[src/rtl/sevenseg_pkg.sv]
// Shared types, glyph constants and the hex-to-segment decoder for the
// multiplexed 7-segment display path.
package sevenseg_pkg;

  typedef enum logic [1:0] {
    IDLE = 2'd0,
    CONV = 2'd1,
    DONE = 2'd2
  } state_t;

  localparam logic [6:0] SEG_BLANK = 7'h7F;
  localparam logic [6:0] SEG_DASH  = 7'h3F;

  // Active-low glyphs, bit 0 = segment a ... bit 6 = segment g.
  function automatic logic [6:0] hex_to_seg(input logic [3:0] nib);
    logic [6:0] seg;
    case (nib)
      4'h0:    seg = 7'h40;
      4'h1:    seg = 7'h79;
      4'h2:    seg = 7'h24;
      4'h3:    seg = 7'h30;
      4'h4:    seg = 7'h19;
      4'h5:    seg = 7'h12;
      4'h6:    seg = 7'h02;
      4'h7:    seg = 7'h78;
      4'h8:    seg = 7'h00;
      4'h9:    seg = 7'h10;
      4'hA:    seg = 7'h08;
      4'hB:    seg = 7'h03;
      4'hC:    seg = 7'h46;
      4'hD:    seg = 7'h21;
      4'hE:    seg = 7'h06;
      4'hF:    seg = 7'h0E;
      default: seg = SEG_BLANK;
    endcase
    return seg;
  endfunction

endpackage

[src/rtl/bin2bcd_seq.sv]
// Sequential shift-add-3 binary-to-BCD converter, one input bit per cycle.
// done is high in the cycle whose closing edge performs the final shift.
module bin2bcd_seq
  import sevenseg_pkg::*;
#(
  parameter int DATA_W = 16,
  parameter int N_BCD  = 5
) (
  input  logic                 clk,
  input  logic                 reset,
  input  logic                 start,
  input  logic [DATA_W-1:0]    bin,
  output logic                 busy,
  output logic                 done,
  output logic [4*N_BCD-1:0]   bcd
);

  localparam int CNT_W = $clog2(DATA_W + 1);

  logic                busy_q, busy_d;
  logic [CNT_W-1:0]    cnt_q, cnt_d;
  logic [DATA_W-1:0]   sh_q, sh_d;
  logic [4*N_BCD-1:0]  acc_q, acc_d, adj_s;

  assign done = busy_q && (cnt_q == CNT_W'(DATA_W - 1));
  assign busy = busy_q;
  assign bcd  = acc_q;

  always_comb begin
    adj_s = acc_q;
    for (int i = 0; i < N_BCD; i++) begin
      adj_s[4*i +: 4] = (acc_q[4*i +: 4] >= 4'd5) ? (acc_q[4*i +: 4] + 4'd3)
                                                  : acc_q[4*i +: 4];
    end
  end

  always_comb begin
    busy_d = busy_q;
    cnt_d  = cnt_q;
    sh_d   = sh_q;
    acc_d  = acc_q;
    if (busy_q) begin
      acc_d  = {adj_s[4*N_BCD-2:0], sh_q[DATA_W-1]};
      sh_d   = sh_q << 1;
      cnt_d  = cnt_q + CNT_W'(1);
      busy_d = !done;
    end else if (start) begin
      acc_d  = '0;
      sh_d   = bin;
      cnt_d  = '0;
      busy_d = 1'b1;
    end else begin
      busy_d = 1'b0;
    end
  end

  always_ff @(posedge clk) begin
    if (reset) begin
      busy_q <= 1'b0;
      cnt_q  <= '0;
      sh_q   <= '0;
      acc_q  <= '0;
    end else begin
      busy_q <= busy_d;
      cnt_q  <= cnt_d;
      sh_q   <= sh_d;
      acc_q  <= acc_d;
    end
  end

endmodule

[src/rtl/sevenseg_scan_driver.sv]
// N-digit multiplexed 7-segment driver: latches a value in hex or decimal,
// scans digits with registered Segments/Anodes, blanks leading zeros.
module sevenseg_scan_driver
  import sevenseg_pkg::*;
#(
  parameter int N_DIGITS    = 8,
  parameter int DATA_W      = 16,
  parameter int REFRESH_DIV = 2
) (
  input  logic                clk,
  input  logic                reset,
  input  logic [DATA_W-1:0]   value,
  input  logic                load,
  input  logic                dec_mode,
  input  logic                blank_lz,
  output logic                busy,
  output logic                ovf,
  output logic [6:0]          Segments,
  output logic [N_DIGITS-1:0] Anodes
);

  localparam int N_BCD  = (DATA_W * 30103 + 99999) / 100000;
  localparam int DISP_W = 4 * N_DIGITS;
  localparam int BCD_W  = 4 * N_BCD;
  localparam int PAD_W  = (BCD_W > DISP_W) ? BCD_W : DISP_W;
  localparam int IDX_W  = (N_DIGITS > 1) ? $clog2(N_DIGITS) : 1;
  localparam int RCNT_W = (REFRESH_DIV > 1) ? $clog2(REFRESH_DIV) : 1;

  if (DATA_W > 4 * N_DIGITS) begin : g_bad_width
    $error("sevenseg_scan_driver: DATA_W exceeds 4*N_DIGITS");
  end
  if (N_DIGITS < 1 || REFRESH_DIV < 1) begin : g_bad_param
    $error("sevenseg_scan_driver: N_DIGITS and REFRESH_DIV must be >= 1");
  end

  state_t               state_q, state_d;
  logic [DISP_W-1:0]    disp_q, disp_d;
  logic                 ovf_q, ovf_d;
  logic [IDX_W-1:0]     idx_q, idx_d, msd_s;
  logic [RCNT_W-1:0]    rcnt_q, rcnt_d;
  logic [6:0]           seg_q, glyph_s;
  logic [N_DIGITS-1:0]  an_q;
  logic [3:0]           nib_s;
  logic                 start_s, cv_busy_s, cv_done_s, bcd_ovf_s;
  logic [BCD_W-1:0]     bcd_s;
  logic [PAD_W-1:0]     bcd_pad_s;

  bin2bcd_seq #(.DATA_W(DATA_W), .N_BCD(N_BCD)) u_bin2bcd (
    .clk   (clk),
    .reset (reset),
    .start (start_s),
    .bin   (value),
    .busy  (cv_busy_s),
    .done  (cv_done_s),
    .bcd   (bcd_s)
  );

  // Any nonzero BCD digit beyond the display width means the value does not fit.
  assign bcd_pad_s = PAD_W'(bcd_s);
  assign bcd_ovf_s = |(bcd_pad_s >> DISP_W);

  always_comb begin
    state_d = state_q;
    disp_d  = disp_q;
    ovf_d   = ovf_q;
    start_s = 1'b0;
    case (state_q)
      IDLE: begin
        if (load && dec_mode) begin
          start_s = 1'b1;
          state_d = CONV;
        end else if (load) begin
          disp_d = DISP_W'(value);
          ovf_d  = 1'b0;
        end else begin
          state_d = IDLE;
        end
      end
      CONV:    state_d = (cv_done_s || !cv_busy_s) ? DONE : CONV;
      DONE: begin
        disp_d  = bcd_pad_s[DISP_W-1:0];
        ovf_d   = bcd_ovf_s;
        state_d = IDLE;
      end
      default: state_d = IDLE;
    endcase
  end

  always_comb begin
    rcnt_d = rcnt_q + RCNT_W'(1);
    idx_d  = idx_q;
    if (rcnt_q == RCNT_W'(REFRESH_DIV - 1)) begin
      rcnt_d = '0;
      idx_d  = (idx_q == IDX_W'(N_DIGITS - 1)) ? '0 : (idx_q + IDX_W'(1));
    end else begin
      idx_d  = idx_q;
    end
  end

  always_comb begin
    msd_s = '0;
    for (int i = 1; i < N_DIGITS; i++) begin
      msd_s = (disp_q[4*i +: 4] != 4'd0) ? IDX_W'(i) : msd_s;
    end
  end

  // Dashes take priority over blanking; digit 0 is never above the msd.
  always_comb begin
    nib_s = disp_q[4*idx_q +: 4];
    if (ovf_q) begin
      glyph_s = SEG_DASH;
    end else if (blank_lz && (idx_q > msd_s)) begin
      glyph_s = SEG_BLANK;
    end else begin
      glyph_s = hex_to_seg(nib_s);
    end
  end

  always_ff @(posedge clk) begin
    if (reset) begin
      state_q <= IDLE;
      disp_q  <= '0;
      ovf_q   <= 1'b0;
      idx_q   <= '0;
      rcnt_q  <= '0;
      seg_q   <= SEG_BLANK;
      an_q    <= '1;
    end else begin
      state_q <= state_d;
      disp_q  <= disp_d;
      ovf_q   <= ovf_d;
      idx_q   <= idx_d;
      rcnt_q  <= rcnt_d;
      seg_q   <= glyph_s;
      an_q    <= ~(N_DIGITS'(1) << idx_q);
    end
  end

  assign busy     = (state_q != IDLE);
  assign ovf      = ovf_q;
  assign Segments = seg_q;
  assign Anodes   = an_q;

endmodule

[config.mk]
export PLATFORM = sky130hd
export DESIGN_NAME = sevenseg_scan_driver
export DESIGN_NICKNAME = d
export VERILOG_FILES = /design/src/rtl/sevenseg_pkg.sv /design/src/rtl/bin2bcd_seq.sv /design/src/rtl/sevenseg_scan_driver.sv
export SDC_FILE = /design/constraint.sdc
export NUM_CORES = 1
export LEC_CHECK = 0
export BUFFER_PORTS_ARGS = -buffer_cell sky130_fd_sc_hd__buf_2
export CAP_MARGIN = 15
export CORE_UTILIZATION = 54
export CTS_BUF_LIST = sky130_fd_sc_hd__clkbuf_4
export CTS_CLUSTER_SIZE = 14
export DETAILED_ROUTE_END_ITERATION = 6
export PLACE_DENSITY = 0.77
export SYNTH_ARGS = -nofsm -noshare
export SYNTH_HDL_FRONTEND = slang
export SYNTH_SLANG_ARGS = --single-unit
[constraint.sdc]
create_clock -name clk -period 2.6 [get_ports clk]
set_input_delay 0 -clock clk [delete_from_list [all_inputs] [get_ports clk]]
set_output_delay 0 -clock clk [all_outputs]
set_load 0.02 [all_outputs]
Word level (Yosys, flattened, before mapping)

Memories as Yosys holds them, arrays and structs flattened.
Index checks and enable logic that the tools add are counted.

Flip-flop bits (word level): 96
Memory bits (read-only): 112
Memories: 1

Memories:

| name            | words | bits a word | rd ports | clocked after memory_dff | write ports | RTL line           | source |
|---|---|---|---|---|---|---|---|
| (no name shown) | 16    | 7           | 1        | 0                        | 0           | sevenseg_pkg.sv:17 | `case (nib)` |

$add $sub $neg: 8
$lt $le $gt $ge: 6
Equal/unequal tests: 7
Shift operators: 2
Mux-type cells: 35
Bitwise logic cells: 1
Reduce and logical (&&, ||, !) cells: 21

Operators with widths:

| cell                | count |
|---|---|
| $mux 32             | 2 |
| $pmux 32 s2         | 1 |
| $mux 20             | 2 |
| $mux 16             | 2 |
| $shiftx 32x6->4     | 1 |
| $reduce_bool 4->1   | 7 |
| $ge 4x3->1 const B  | 5 |
| $mux 3              | 6 |
| $add 4x2->4 const B | 4 |
| $mux 4              | 4 |
| $mux 7              | 2 |
| $mux 2              | 5 |
| $mux 5              | 2 |
| $not 8->8           | 1 |
| $shl 1x3->8 const A | 1 |
| $mux 1              | 7 |
| $reduce_bool 2->1   | 3 |
| $add 5x1->5 const B | 1 |
| $eq 5x4->1 const B  | 1 |
| $ne 2x2->1 const B  | 2 |
| $pmux 2 s2          | 1 |
| $reduce_or 2->1     | 2 |
| $add 3x1->3 const B | 1 |
| $add 3x2->3 const B | 1 |
| 13 further kinds    | 16 |

Depth between registers and ports, before layout

Gate-level depths: netlist of run 1.

Depth after elaboration: 12
Depth in mapped cells: 10

Hierarchy

A second synthesis of run 1 with hierarchy kept.

Cell total of the unflattened synthesis: 455
Area total of the unflattened synthesis: 4227.8 µm²

By module, submodules not included:

| module               | times used | cells an instance | area an instance (µm²) | sequential area each (µm²) |
|---|---|---|---|---|
| bin2bcd_seq          | 1          | 232               | 2129.5                 | 840.8 |
| sevenseg_scan_driver | 1          | 223               | 2098.3                 | 820.8 |

Worst setup path after synthesis of run 1

OpenSTA, ideal clock, no wires.

Path type: register to register
Start: register idx_q[0]
End: register seg_q[3] (netlist: Segments[3])
Library setup time: 0.137 ns
Arrival: 1.936 ns
Required time: 2.463 ns
Path slack: 0.527 ns
Stages on the path, launching flop included: 9
Cell sequence: dfxtp_1 > buf_4 > mux2i_1 > o31ai_1 > inv_1 > ha_1 > nor2_1 > a211oi_1 > o21ai_1

Longest elaborated chain between the ends: 3
Elaborated cells between the ends (all ways): 5

Ends and longest elaborated chain:

| what                                                                 | RTL line                    | source |
|---|---|---|
| from (decl)                                                          | sevenseg_scan_driver.sv:39  | `logic [IDX_W-1:0] idx_q, idx_d, msd_s;` |
| from (signal assigned)                                               | sevenseg_scan_driver.sv:132 | `idx_q <= idx_d;` |
| parallel branches: the longest is 3 deep, another holds $mem_v2 16x7 | --                          |  |
| to (signal assigned)                                                 | sevenseg_scan_driver.sv:134 | `seg_q <= glyph_s;` |
| to (decl)                                                            | sevenseg_scan_driver.sv:41  | `logic [6:0] seg_q, glyph_s;` |

Several ways; the timed one is not identified.
A chain may end at the register's enable or synchronous reset.

Worst setup path after layout of run 1

Start: register disp_q[19]
End: register seg_q[5] (netlist: Segments[5])

Longest elaborated chain between the ends: 8
Elaborated cells between the ends (all ways): 10

Ends and longest elaborated chain:

| what                      | RTL line                    | source |
|---|---|---|
| from (decl)               | sevenseg_scan_driver.sv:37  | `logic [DISP_W-1:0] disp_q, disp_d;` |
| from (signal assigned)    | sevenseg_scan_driver.sv:130 | `disp_q <= disp_d;` |
| $reduce_bool 4->1         | sevenseg_scan_driver.sv:103 | `msd_s = (disp_q[4*i +: 4] != 4'd0) ? IDX_W'(i) : msd_s;` |
| $mux 3 (4 in series)      | sevenseg_scan_driver.sv:103 |  |
| $gt 3x3->1                | sevenseg_scan_driver.sv:112 | `end else if (blank_lz && (idx_q > msd_s)) begin` |
| $logic_and 1x1->1         | sevenseg_scan_driver.sv:112 |  |
| $reduce_or 3->1 (no line) | --                          |  |

Several ways; a longest one is shown, not always the timed one.

==> impl_metrics.json, run 1 <==
{
  "outcome": "completed",
  "clk_pin_slew_ps": 140,
  "slew_viol_final": 0,
  "worstPathMaxFanout": 7,
  "grt_use_total": 0.240,
  "fp.dieH_um": 89.9,
  "cts_hold_buf": 17,
  "rsz0062_at_grt": "false",
  "yosysSeqAreaShare": 0.398,
  "yosysWarnings": 0,
  "p_total_mw": 2.65,
  "vias": 3612,
  "yosysTopAreaCell": "dfxtp_1",
  "hold_path_depth": 4,
  "clock_path_buffers": 2,
  "cp_data_arrival_time_ps": 2600,
  "synth-seq-cells": 83,
  "dp_hpwl_mm": 6.27,
  "yosys.area.top_type_share": 0.398,
  "coreArea_mm2": 0.00737,
  "drt-pass1-iter-count": 5,
  "crit_chain": "nor4_1 -> ha_1 -> o21ai_0 -> a31oi_1 -> a21oi_1 -> o221ai_1",
  "n_antenna_cell": 0,
  "drc_errors": 0,
  "fmax_ghz": 0.436,
  "root_buffer": "clkbuf_4",
  "synth.area.top_cells": "dfxtp_1 40%, ha_1 8.1%, nor2_1 7.8%, mux2i_1 6.7%, nand2_1 4.7%",
  "grt_pass1_wl_mm": 15.8,
  "r2r_slack_ps": 310,
  "cp-start-kind": "flop",
  "routed_wirelength_mm": 9.15,
  "power_density_mw_per_mm2": 564,
  "hold_path.class": "input pin to flop",
  "cp-end-kind": "flop",
  "ir_drop_mv": 0.326,
  "clock_skew_ps": 18.1,
  "grt_pass1_vias": 3508,
  "total_leakage_power_nw": 1.93,
  "cts_tree": "done",
  "critPathRequiredTime_ps": 2900,
  "reg2reg_depth": 6,
  "syn-cell-area_mm2": 0.00417,
  "ioPinCount": 38,
  "synthMostInstantiatedCell": "nor2_1",
  "rr_startpoint": "disp_q[19]$_SDFFE_PP0P_",
  "max_stage_delay_ps": 510,
  "post_cts_resized": 0,
  "wl_per_cell_um": 14.1,
  "crit_buf_inv": 0,
  "post-route-period-util": 0.882,
  "criticalPathCategory": "flop to flop",
  "hold_viol_final": 0,
  "tightest_slew_ps": 1200,
  "clk_latency_ps": 450,
  "crit_family": "compound AO/OA/AOI/OAI gates",
  "setup.worst_path.end": "Segments[5]$_SDFF_PP1_",
  "setup_viol": 0,
  "cts_setup_buffers": 0,
  "async_flop_share": 0,
  "fp-row-count": 31,
  "cts.sinks": 83,
  "synth_fp_nets": 552,
  "fin_util": 0.638,
  "slowest_stage": "nor4_1",
  "antenna_found_initial": 0,
  "start_util": 0.566,
  "drt.antenna.violating_nets": 0,
  "cap_violations": 0,
  "gp_congestion": 0.903,
  "synth.avg_cell_area_um2": 8.28,
  "numCtsBuffers": 9,
  "synthCells": 504,
  "use_met3": 0.0381,
  "reg2reg_to": "Segments[5]$_SDFF_PP1_",
  "grt_max_degree": 66,
  "fp.dieW_um": 89.9,
  "cts-htree-levels": 3,
  "finalNetCount": 592,
  "synth_edf_count": 0,
  "via_per_inst": 5.57,
  "numPortBuffers": 36,
  "synth_common_cells": "87 x nor2_1, 83 x dfxtp_1, 52 x nand2_1",
  "area_delta_synth_final_pct": 12.7,
  "global_route.overflow_total": 0,
  "relSlewSlack": 0.199,
  "fin_crit_ps": 2290,
  "grt-busiest-layer": "met2",
  "ys.flop_type": "dfxtp_1",
  "synth.distinct_cells": 48,
  "grtUsageMet2": 0.421,
  "drt_iter0_markers": 187,
  "crit_start": "disp_q[19]$_SDFFE_PP0P_",
  "crit_cells": 6,
  "dieArea_mm2": 0.00808,
  "setup_tns_ps": 0,
  "drive_gt1_frac": 0.126,
  "use_met1": 0.294
}
-- where the power goes --
part	internal, mW	total, mW	switching, mW
Combinational	0.191	0.475	0.284
Sequential	1.34	1.38	0.0408
Clock	0.305	0.796	0.491
Total	1.84	2.65	0.815
-- worst reg2reg max path: cells and delay by family (launching register included) --
kind	cells	cell delay, ps
AO/OA/AOI/OAI	4	940
adder cells (fa/ha/maj)	1	350
flip-flops	1	350
AND/OR/NAND/NOR	1	510
-- layout by cell type (no fill, tap or decap), types with 10 or more instances in the layout --
master	synthesis	routed
dlygate4sd3_1	0	17
nor3_1	14	14
nand2_1	52	52
buf_2	4	36
inv_1	20	20
a311oi_1	16	16
dfxtp_1	83	83
a21oi_1	36	36
mux2i_1	28	28
a31oi_1	10	10
o21ai_0	18	18
ha_1	27	27
nor2_1	87	87
-- flip-flops by register name, indices dropped and copies added, names as in the netlist --
name             cells
state_q              2
u_bin2bcd.sh_q      16
u_bin2bcd.cnt_q      5
rcnt_q               1
Segments             7
u_bin2bcd.bcd       20
u_bin2bcd.busy       1
disp_q              20
idx_q                3
Anodes               8
-- cells by family after synthesis --
logic type	Yosys count	share of synthesized area
flops	83	0.398
fa+ha+maj	27	0.0810
buf+inv	54	0.0561
xor+xnor	9	0.0189
other cells	1	0.000899
mux	29	0.0699
compound gates	111	0.171
simple gates	190	0.204
-- per-layer routing --
metal  vias to the layer above  routed length, um
li1                       1819                  -
met1                      1688               4110
met2                        89               4520
met3                        16                381
met4                         0                150
met5                         -                  0
-- per-stage QoR --
stage | hold slack [ps] | worst slack, ps | cells | area (um^2)
6_report | 183 | 307 | 648 | 4700
5_1_grt | 209 | 48.6 | 648 | 4700
4_1_cts | 173 | 325 | 648 | 4700
3_5_place_dp | 289 | 360 | 615 | 4380
3_3_place_gp | 286 | 474 | 615 | 4380
2_1_floorplan | 162 | 527 | 504 | 4170
-- worst min path at each step --
stage          startpoint                       to  slack, ps
2_1_floorplan    value[0]   disp_q[0]$_SDFFE_PP0P_        160
3_3_place_gp     value[0]   disp_q[0]$_SDFFE_PP0P_        290
3_5_place_dp     value[2]   disp_q[2]$_SDFFE_PP0P_        290
4_1_cts          dec_mode  state_q[0]$_SDFFE_PP0P_        170
5_1_grt          dec_mode  state_q[0]$_SDFFE_PP0P_        210
6_report         dec_mode  state_q[0]$_SDFFE_PP0P_        180
-- cell type report --
cell class / count / area [um^2]
sequential: 83 / 1660
fill: 656 / 2670
timing repair buffer: 61 / 410
clock buffer: 9 / 67.6
clock inverter: 7 / 81.3
multi-input combinational: 367 / 2280
tap: 99 / 124
inverter: 22 / 82.6
(Power assumes the default switching activity.)
==> inputs of run 2 (changes only) <==
- ABC_AREA: default -> 1
==> run 2 against run 1 <==
Compared with the run above:
- utilization is 1.1 points lower
- critical path depth unchanged
- maximum frequency is 8.4% higher
- flip-flop and latch count is the same
- hold slack lost 26 ps
- worst setup slack improved by 180 ps
- cell count increased by 18%
- sequential power about the same
- critical endpoint is now disp_q[19]$_SDFFE_PP0P_
- largest power group unchanged
==> impl_metrics.json, run 2 <==
{
  "outcome": "completed",
  "crit_family": "simple AND/OR/NAND/NOR gates",
  "synth-seq-cells": 83,
  "gp_congestion": 0.911,
  "max_stage_delay_ps": 660,
  "yosys.area.top_type_share": 0.382,
  "cts.sinks": 83,
  "numPortBuffers": 36,
  "crit_cells": 6,
  "syn-cell-area_mm2": 0.00435,
  "hold_path.class": "input pin to flop",
  "ir_drop_mv": 0.306,
  "critPathRequiredTime_ps": 2900,
  "slew_viol_final": 0,
  "cp-end-kind": "flop",
  "numCtsBuffers": 9,
  "drive_gt1_frac": 0.127,
  "fp.dieH_um": 91.8,
  "ys.flop_type": "dfxtp_1",
  "synth_edf_count": 0,
  "clk_pin_slew_ps": 140,
  "synthCells": 613,
  "global_route.overflow_total": 0,
  "synthMostInstantiatedCell": "nand2_1",
  "crit_start": "state_q[0]$_SDFFE_PP0P_",
  "post-route-period-util": 0.814,
  "yosysSeqAreaShare": 0.382,
  "synth_fp_nets": 661,
  "layout_common_cells": "152 x nand2_1, 84 x nand3_1, 83 x dfxtp_1",
  "relSlewSlack": 0.475,
  "fp.dieW_um": 91.8,
  "setup_viol": 0,
  "reg2reg_depth": 6,
  "cts_setup_buffers": 0,
  "fillers": 705,
  "grt_pass1_wl_mm": 17.0,
  "ioPinCount": 38,
  "coreArea_mm2": 0.00777,
  "worstPathMaxFanout": 31,
  "dp.cells": 726,
  "cp-start-kind": "flop",
  "grt_use_total": 0.252,
  "drc_errors": 0,
  "crit_chain": "inv_2 -> nand2_2 -> nand2_1 -> inv_1 -> nand2_1 -> a21oi_1",
  "reg2reg_to": "disp_q[19]$_SDFFE_PP0P_",
  "clk_latency_ps": 430,
  "stdcell_count": 763,
  "cts_tree": "done",
  "dp_hpwl_mm": 6.91,
  "fin_crit_ps": 2120,
  "drt.antenna.violating_nets": 0,
  "setup_tns_ps": 0,
  "clock_path_buffers": 2,
  "start_util": 0.560,
  "power_density_mw_per_mm2": 528,
  "rsz0062_at_grt": "false",
  "final_common_cell": "nand2_1",
  "wl_per_cell_um": 13.3,
  "n_antenna_cell": 0,
  "total_leakage_power_nw": 2.09,
  "antenna_found_initial": 0,
  "slowest_stage": "nand2_1",
  "cp_data_arrival_time_ps": 2420,
  "yosysTopAreaCell": "dfxtp_1",
  "root_buffer": "clkbuf_4",
  "tightest_slew_ps": 786,
  "async_flop_share": 0,
  "routed_wirelength_mm": 10.1,
  "drt-pass1-iter-count": 6,
  "rr_startpoint": "state_q[0]$_SDFFE_PP0P_",
  "grt_pass1_vias": 3827,
  "worst_path_most_repeated_cell": "nand2_1",
  "dieArea_mm2": 0.00842,
  "cap_violations": 0,
  "synth.distinct_cells": 30,
  "area_delta_synth_final_pct": 11.9,
  "hold_viol_final": 0,
  "r2r_slack_ps": 480,
  "synth.area.top_cells": "dfxtp_1 38%, nand2_1 13%, nand3_1 9.7%, ha_1 7.8%, inv_1 6.0%",
  "criticalPathCategory": "flop to flop",
  "cts-htree-levels": 3,
  "synth_common_cells": "152 x nand2_1, 84 x nand3_1, 83 x dfxtp_1",
  "yosysWarnings": 0,
  "finalNetCount": 704,
  "setup.worst_path.end": "disp_q[19]$_SDFFE_PP0P_",
  "via_per_inst": 5.53,
  "fmax_ghz": 0.473,
  "fp-row-count": 32,
  "crit_buf_inv": 2,
  "clock_skew_ps": 17.4,
  "synth.avg_cell_area_um2": 7.10,
  "vias": 4222,
  "drt_iter0_markers": 274,
  "grt_max_degree": 35
}
[run 2: cell type report]
cell class                      count  area [um^2]  area share
Sequential cell                    83         1660       0.341
Clock inverter                      5         38.8     0.00796
Multi-Input combinational cell    422         2230       0.458
Tap cell                          102          128      0.0262
Inverter                           76          285      0.0586
Timing Repair Buffer               64          443      0.0909
Clock buffer                       11         82.6      0.0170
[run 2: power breakdown]
part	internal [mW]	switching, mW	total (mW)
Clock	0.224	0.473	0.696
Combinational	0.170	0.319	0.489
Sequential	1.34	0.0437	1.38
[run 2: repair_timing]
| item | CTS | global route |
|---|---|---|
| hold buffers | 21 | 0 |
| resized for setup | 0 | 0 |
| setup endpoints to repair | 0 | 0 |
| hold endpoints to repair | 37 | 0 |
[run 2: worst min path at each step]
stage                                     end  slack (ps)      from  cells past startpoint
3_3_place_gp           disp_q[7]$_SDFFE_PP0P_         300  value[7]                      3
4_1_cts        u_bin2bcd.sh_q[0]$_SDFFE_PP0P_         120  dec_mode                      6
5_1_grt        u_bin2bcd.sh_q[0]$_SDFFE_PP0P_         200  dec_mode                      6
6_report       u_bin2bcd.sh_q[0]$_SDFFE_PP0P_         160  dec_mode                      6
3_5_place_dp           disp_q[6]$_SDFFE_PP0P_         290  value[6]                      3
2_1_floorplan          disp_q[0]$_SDFFE_PP0P_         160  value[0]                      2
[run 2: per-stage QoR]
step / setup WS, ps / power (mW) / cell area [um^2] / hold WS [ps] / utilization
3_5_place_dp: 501 / 1.87 / 4540 / 295 / 0.584
5_1_grt: 252 / 2.72 / 4870 / 198 / 0.627
3_3_place_gp: 583 / 1.86 / 4540 / 296 / 0.584
6_report: 484 / 2.57 / 4870 / 157 / 0.627
2_1_floorplan: 763 / 1.76 / 4350 / 161 / -
4_1_cts: 489 / 2.58 / 4870 / 123 / 0.627
[run 2: worst min-delay path, cell delays in order]
cell and delay, ps:
buf_2 130, nand2_1 70, nor2_2 40, buf_4 170, nor2_1 100, nor4_1 50
[run 2: logic make-up (layout without fill, tap and decap cells)]
family,Yosys count,in the layout,share of synthesized area
adders and majority gates,27,27,0.0776
xor gates and xnor gates,4,4,0.00805
other,1,1,0.000861
buffers and inverters,108,156,0.105
and+or+nand+nor,286,286,0.293
DFF,83,83,0.382
AOI/OAI and AO/OA,104,104,0.133
[run 2: per-layer routing]
metal  wire length (um)  track usage  up-vias  share of wire
met3                546       0.0456       27          0.054
met2               4800        0.410      145           0.47
met1               4500        0.322     1956           0.44
met5                  0            0        -              0
met4                275        0.124        0          0.027
li1                   -            -     2094              -
==> inputs of run 3 (changes only) <==
- ABC_AREA: 1 -> 0
- clock period: 2.6 -> 2.1 ns (I/O delays scaled with it)
==> run 3 against run 2 <==
Compared with the run above:
- non-clock buffer count increased by 1
- utilization rose by 2.2 points
- worst setup slack lost 310 ps
- power up 32%
- clock skew about the same
- routed wire length fell by 6.5%
- flip-flop and latch count did not move
- via count is 14% lower
- critical endpoint is now Segments[5]$_SDFF_PP1_
==> impl_metrics.json, run 3 (synthesis results as in run 1) <==
{
  "wl_met2_mm": 4.70,
  "clock_skew_ps": 16.9,
  "drt_iter0_markers": 163,
  "global_route.overflow_total": 0,
  "fp.dieH_um": 89.9,
  "cp-start-kind": "flop",
  "cap_violations": 0,
  "rsz0062_at_grt": "true",
  "dp_slack_ps": 35.3,
  "gp_congestion": 0.852,
  "hold_path.class": "input pin to flop",
  "cp_data_arrival_time_ps": 2250,
  "tightest_slew_ps": 774,
  "n_antenna_cell": 0,
  "setup.worst_path.end": "Segments[5]$_SDFF_PP1_",
  "area_delta_synth_final_pct": 14.7,
  "fin_crit_ps": 1920,
  "drt-pass1-iter-count": 5,
  "grt_pass1_vias": 3452,
  "cts.sinks": 83,
  "final_common_cell": "nor2_1",
  "multiInputGateArea_mm2": 0.00229,
  "fp-row-count": 31,
  "cts-htree-levels": 3,
  "criticalPathCategory": "flop to flop",
  "highest_layer": "met4",
  "fp.dieW_um": 89.9,
  "relSlewSlack": 0.484,
  "drc_errors": 0,
  "numCtsBuffers": 9,
  "clk_pin_slew_ps": 150,
  "rr_startpoint": "disp_q[19]$_SDFFE_PP0P_",
  "grt_pass1_wl_mm": 15.8,
  "numPortBuffers": 36,
  "via_per_inst": 5.58,
  "setup_viol": 0,
  "fmax_ghz": 0.520,
  "critPathRequiredTime_ps": 2430,
  "cts_tree": "done",
  "drt.antenna.violating_nets": 0,
  "finalNetCount": 596,
  "slew_viol_final": 0,
  "vias": 3636,
  "reg2reg_depth": 8,
  "ir_drop_mv": 0.426,
  "root_buffer": "clkbuf_4",
  "drive_gt1_frac": 0.143,
  "dr_wl_met3_um": 458,
  "dieArea_mm2": 0.00808,
  "cts_setup_buffers": 0,
  "fillers": 613,
  "routed_wirelength_mm": 9.46,
  "dp_hpwl_mm": 6.34,
  "outcome": "completed",
  "start_util": 0.566,
  "grt_max_degree": 52,
  "antenna_found_initial": 0,
  "power_density_mw_per_mm2": 711,
  "hold_viol_final": 0,
  "regArea_mm2": 0.00167,
  "total_leakage_power_nw": 1.97,
  "drt-met1-wl_mm": 4.10,
  "coreArea_mm2": 0.00737,
  "grt_use_total": 0.240,
  "worstPathMaxFanout": 7,
  "clock_path_buffers": 2,
  "reg2reg_to": "Segments[5]$_SDFF_PP1_",
  "setup_ws_ps": 176,
  "r2r_slack_ps": 180,
  "post-route-period-util": 0.916,
  "crit_start": "disp_q[19]$_SDFFE_PP0P_",
  "ioPinCount": 38,
  "layout_common_cells": "87 x nor2_1, 80 x dfxtp_1, 52 x nand2_1",
  "cp-end-kind": "flop",
  "clk_latency_ps": 450,
  "wl_per_cell_um": 14.5,
  "fin_util": 0.649
}
## run 3: cell count changes in the layout (fill, tap and decap cells not counted), sizes merged, moves of 9 or more
| cell | previous run | this run |
|---|---|---|
| a22oi | 0 | 9 |
| a311oi | 0 | 16 |
| inv | 77 | 24 |
| mux2i | 0 | 28 |
| nand2 | 157 | 52 |
| nand2b | 0 | 10 |
| nand3 | 88 | 9 |
| nor2 | 23 | 87 |
| nor3 | 0 | 15 |
| o211ai | 11 | 1 |
| o21ai | 40 | 20 |
## run 3: timing repair
item / CTS / global route
gates resized for setup: 0 / 7
endpoints found under the hold margin: 32 / 0
endpoints found under the setup margin: 0 / 7
hold buffers: 16 / 0
## run 3: area by class of cell
cell class / instances / area share
Sequential cell: 83 / 0.348
Multi-Input combinational cell: 367 / 0.480
Clock inverter: 7 / 0.0207
Timing Repair Buffer: 65 / 0.0942
Clock buffer: 9 / 0.0141
Tap cell: 99 / 0.0259
Inverter: 22 / 0.0173
## run 3: metrics by stage
| stage | hold WS, ps | cell area [um^2] | TNS, ps | power [mW] | instances |
|---|---|---|---|---|---|
| 2_1_floorplan | 162 | 4170 | 0 | 2.16 | 504 |
| 3_3_place_gp | 287 | 4430 | 0 | 2.29 | 620 |
| 3_5_place_dp | 294 | 4430 | 0 | 2.31 | 620 |
| 4_1_cts | 89.4 | 4760 | 0 | 3.40 | 652 |
| 5_1_grt | 124 | 4780 | -45.2 | 3.56 | 652 |
| 6_report | 104 | 4780 | 0 | 3.40 | 652 |
## run 3: metal layers
layer | track usage | vias up
met5 | 0 | -
met4 | 0.106 | 0
met3 | 0.0415 | 16
met2 | 0.418 | 110
met1 | 0.291 | 1679
li1 | - | 1831
## run 3: worst min-delay path by stage
| stage | endpoint | from | cells past startpoint |
|---|---|---|---|
| after CTS | u_bin2bcd.sh_q[8]$_SDFFE_PP0P_ | reset | 2 |
| after global placement | disp_q[3]$_SDFFE_PP0P_ | value[3] | 3 |
| after floorplan | disp_q[0]$_SDFFE_PP0P_ | value[0] | 2 |
| after global routing | state_q[0]$_SDFFE_PP0P_ | dec_mode | 4 |
| final | u_bin2bcd.sh_q[12]$_SDFFE_PP0P_ | reset | 2 |
| after detailed placement | disp_q[0]$_SDFFE_PP0P_ | value[0] | 3 |
## run 3: power breakdown
group,leakage [nW],switching [mW],internal [mW]
Sequential,0.679,0.0589,1.66
Combinational,1.20,0.352,0.249
Clock,0.0873,0.590,0.493
## run 3: critical path, cell delays in order, from the launching register on
cell and delay [ps]:
dfxtp_1 360, nor4_1 270, buf_4 170, nand2_1 50
ha_1 280, inv_1 70, o21ai_0 110, a21oi_2 310
o221ai_1 190
